[config.mk]
export PLATFORM = sky130hd
export DESIGN_NAME = arm_encoder
export DESIGN_NICKNAME = d
export VERILOG_FILES = /design/src/rtl/arm_pkg.sv /design/src/rtl/arm_encode_comb.sv /design/src/rtl/arm_encoder.sv
export SDC_FILE = /design/constraint.sdc
export NUM_CORES = 1
export LEC_CHECK = 0
export BUFFER_PORTS_ARGS = -buffer_cell sky130_fd_sc_hd__buf_4
export CAP_MARGIN = 15
export CORE_AREA = 2 2 39 41
export CTS_BUF_LIST = sky130_fd_sc_hd__clkbuf_8 sky130_fd_sc_hd__clkbuf_16
export CTS_CLUSTER_SIZE = 40
export DETAILED_ROUTE_END_ITERATION = 8
export DIE_AREA = 0 0 41 43
export MAX_ROUTING_LAYER = met4
export PLACE_DENSITY = 0.72
export SETUP_SLACK_MARGIN = 0.3
export SLEW_MARGIN = 30
export SYNTH_ARGS = -nofsm -noshare
export SYNTH_HDL_FRONTEND = slang
export SYNTH_SLANG_ARGS = --single-unit
[constraint.sdc]
create_clock -name clk -period 1.65 [get_ports clk]
set_clock_uncertainty 0.1 [all_clocks]
set_input_delay 0.165 -clock clk [delete_from_list [all_inputs] [get_ports clk]]
set_output_delay 0.165 -clock clk [all_outputs]
set_load 0.05 [all_outputs]
[src/rtl/arm_pkg.sv]
// rtl/arm_pkg.sv - shared state codes and op-class enum for the ARM decoder front end
package arm_pkg;

    localparam logic [6:0] ST_RESET   = 7'd0;
    localparam logic [6:0] ST_UNSUPP  = 7'd127;
    localparam logic [6:0] ST_DP_BASE  = 7'd16;
    localparam logic [6:0] ST_LSI_BASE = 7'd32;
    localparam logic [6:0] ST_LSR_BASE = 7'd64;
    localparam logic [6:0] ST_BR_BASE  = 7'd96;

    typedef enum logic [2:0] {
        OP_DP_REG = 3'b000,
        OP_DP_IMM = 3'b001,
        OP_LS_IMM = 3'b010,
        OP_LS_REG = 3'b011,
        OP_LDM    = 3'b100,
        OP_BRANCH = 3'b101,
        OP_COPROC = 3'b110,
        OP_SWI    = 3'b111
    } op_class_e;

    function automatic op_class_e op_class(input logic [31:0] instr);
        return op_class_e'(instr[27:25]);
    endfunction

endpackage

[src/rtl/arm_encode_comb.sv]
// rtl/arm_encode_comb.sv - combinational instruction word to microstore state code
module arm_encode_comb
    import arm_pkg::*;
(
    input  logic [31:0] I,
    output logic [6:0]  code_o
);

    logic       s_bit;
    logic       tst;
    logic [1:0] fm;
    logic       dp_ok;

    assign s_bit = I[20];
    assign tst   = (I[24:23] == 2'b10);

    always_comb begin
        fm    = 2'b00;
        dp_ok = 1'b1;
        if (I[25]) begin
            fm = 2'b00;
        end else if (!I[4]) begin
            fm = 2'b01;
        end else if (!I[7]) begin
            fm = 2'b10;
        end else begin
            // multiply and extra load/store encodings share this space
            dp_ok = 1'b0;
        end
        // compare-class opcode without S is the status-register transfer space
        if (tst && !s_bit) begin
            dp_ok = 1'b0;
        end
    end

    always_comb begin
        code_o = ST_UNSUPP;
        unique case (op_class(I))
            OP_DP_REG, OP_DP_IMM: begin
                if (dp_ok) begin
                    code_o = ST_DP_BASE | {3'b000, fm, s_bit, tst};
                end
            end
            OP_LS_IMM: code_o = ST_LSI_BASE | {2'b00, I[24:20]};
            OP_LS_REG: begin
                if (!I[4]) begin
                    code_o = ST_LSR_BASE | {2'b00, I[24:20]};
                end
            end
            OP_BRANCH: code_o = ST_BR_BASE | {6'b000000, I[24]};
            default:   code_o = ST_UNSUPP;
        endcase
    end

endmodule

[src/rtl/arm_encoder.sv]
// rtl/arm_encoder.sv - registered microstore state code with capture enable
module arm_encoder
    import arm_pkg::*;
(
    input  logic        clk,
    input  logic        rst_n,
    input  logic        en,
    input  logic [31:0] I,
    output logic [6:0]  encOut
);

    logic [6:0] code;
    logic [6:0] enc_q, enc_d;
    logic       armed_q, armed_d;

    arm_encode_comb u_comb (
        .I      (I),
        .code_o (code)
    );

    // The edge on which reset releases only arms the register, so a capture
    // never races the reset deassertion.
    always_comb begin
        armed_d = 1'b1;
        enc_d   = enc_q;
        if (armed_q && en) begin
            enc_d = code;
        end
    end

    always_ff @(posedge clk or negedge rst_n) begin
        if (!rst_n) begin
            armed_q <= 1'b0;
            enc_q   <= ST_RESET;
        end else begin
            armed_q <= armed_d;
            enc_q   <= enc_d;
        end
    end

    assign encOut = enc_q;

endmodule

==> flow_metrics.tcl <==
set metrics [dict create \
    post-cts-setup-buffers 0 \
    fmax_mhz 865 \
    finalCritPeriodShare_pct 70.0 \
    yosysUniqueCellTypes 26 \
    crit_path_start_kind "register" \
    ys_ff_latch 8 \
    die_area_um2 1760 \
    syn_nets 85 \
    timing.hold.ws_ns 0.182 \
    io_pins 42 \
    clkSinkCount 8 \
    synth-seq-area-share_pct 43.1 \
    rsz0062_at_grt "false" \
    drt_wl_total_um 1050 \
    placed_area_um2 618 \
    grt_usage_pct 14.6 \
    die-width_um 41 \
    rows 14 \
    firstDrtPassIters 4 \
    grt_pass1_vias 395 \
    fin_ws_ns 0.494 \
    wl_per_cell_um 12.0 \
    hold_buffers 1 \
    drive_above_1_share_pct 38.9 \
    diodes 0 \
    worstSkewPairLatency_ns 0.22 \
    path_class "register to register" \
    tns_ns 0 \
    place_congestion 0.816 \
    avgSynthCellArea_um2 9.28 \
    layout_min_cycle_time_ns 1.16 \
    port_buffers 19 \
    core_um2 1380 \
    hold_violations 0 \
    crit_path_end_kind "register" \
    cp_max_fo 10 \
    ant_nets 0 \
    maxCapViolCount 0 \
    root_buffer "clkbuf_8" \
    peakVddDrop_mv 0.516 \
    cts.repair.resized 0 \
    area_growth_syn_to_layout_pct 44.2 \
    htree_levels 1 \
    grt_pass1_wl_um 1640 \
    cts_tree "built" \
    avgViaCountPerCell 5.30 \
    dr_total_vias 466 \
    hp-class "input port to register" \
    max-clock-path-buffers 2 \
    worstPathArrival_ns 1.16 \
    maxSlewViolCount 0 \
    start_util_pct 33.5 \
    finalInstanceArea_um2 669 \
    synthCells 50 \
    grt_max_degree 11 \
    grt-ovfl-total 0 \
    cts_made_buffers 3 \
    p_per_area_nw_per_um2 1040 \
    nets 109 \
    drt-initial-drc-count 9 \
    place_ws_ns 0.392 \
    setup_violations 0 \
    fp.dieH_um 43 \
    drc 0 \
    synth_area_um2 464 \
    antenna_found_initial 0 \
    yosys_warnings 0 \
    nFillCells 132 \
    critPathRequiredTime_ns 1.65 \
    p_leak_nw 0.289 \
    clk_pin_slew_ns 0.04 \
    outcome "completed" \
    hpwl_um 823 \
]
cells by family after synthesis:
logic type,synth area share (%)
AND/OR/NAND/NOR,17.5
AO/OA/AOI/OAI,32.3
buffers and inverters,6.20
other,0.808
flip-flops,43.1
where the power goes:
group          switching [mW]  total, mW  internal [mW]
Combinational           0.143      0.228         0.0845
Clock                  0.0754      0.233          0.158
Sequential             0.0131      0.235          0.222
Total                   0.232      0.696          0.465
routing by layer:
layer,routed length [um],track usage (%),part of all wire (%),vias up
li1,-,-,-,231
met1,479,19.2,45,219
met2,521,18.4,49,14
met3,38,4.71,3.6,2
met4,14,10.0,1.3,0
met5,0,-,0,-
critical path, cell delays in order, from the launching register on:
cell     delay, ns
dfrtp_1       0.35
and2_1        0.17
buf_4         0.17
o21ai_0       0.14
o21ai_0       0.10
final cells by class:
type,count,area [um2],area share (%)
well taps,16,20.0,2.99
multi-input cells,37,235,35.1
repair buffers,21,160,23.9
clock buffers,3,41.3,6.17
inverters,3,12.5,1.87
flip-flops and latches,8,200,29.9
placed cells by master (no fill, tap or decap):
cell type	synthesis	routed
o32a_1	1	1
nor3_1	3	3
o211ai_1	1	1
o21a_1	1	1
dlygate4sd3_1	0	1
conb_1	1	1
nand2_1	2	2
nand2b_1	1	1
a21oi_1	1	1
a31oi_1	3	3
a32o_1	1	1
clkbuf_8	0	3
clkinv_2	1	1
nor2_1	5	5
o221a_2	1	1
dfrtp_1	8	8
o31ai_1	1	1
inv_1	2	2
o21ai_0	6	6
buf_4	0	20
a211oi_1	1	1
and2_1	1	1
nor2b_4	1	1
o22a_1	3	3
nor2_2	1	1
o21ai_2	1	1
nand3b_1	1	1
cells in the mapped netlist, drive strengths merged:
| library cell | count | area (um2) |
|---|---|---|
| o21a | 1 | 7.51 |
| nand2 | 2 | 7.51 |
| a21oi | 1 | 5.00 |
| nand2b | 1 | 6.26 |
| o211ai | 1 | 7.51 |
| o31ai | 1 | 7.51 |
| nand3b | 1 | 7.51 |
| nor2 | 6 | 25.0 |
| o21ai | 7 | 38.8 |
| buf | 2 | 16.3 |
| nor3 | 3 | 15.0 |
| o221a | 1 | 11.3 |
| clkinv | 1 | 5.00 |
| a31oi | 3 | 18.8 |
| o32a | 1 | 10.0 |
| inv | 2 | 7.51 |
| o22a | 3 | 26.3 |
| and2 | 1 | 6.26 |
| a211oi | 1 | 7.51 |
| nor2b | 1 | 13.8 |
| dfrtp | 8 | 200 |
| conb | 1 | 3.75 |
| a32o | 1 | 10.0 |
state kept, by name, indices dropped and copies added (netlist names):
name     flops
encOut       7
armed_q      1
per-stage QoR:
stage               utilization [%]  cells  total power [mW]
finish                         48.4     88             0.696
CTS                            48.4     88             0.707
global placement               44.7     84             0.463
floorplan                         -     50             0.383
detailed placement             44.7     84             0.466
global route                   48.4     88             0.738
worst paths after layout:
kind                                   to  cells past startpoint  slack [ns]      start
worst max-delay path            encOut[2]                      4        0.49    armed_q
worst min-delay path            encOut[4]                      3        0.18      I[24]
worst max register to register  encOut[2]                      4        0.49    armed_q
worst min register to register  encOut[1]                      1        0.40  encOut[1]
max in group asynchronous       encOut[3]                      2        1.13      rst_n
min in group asynchronous       encOut[2]                      2        0.19      rst_n
Power figures use the tool's default switching activity.
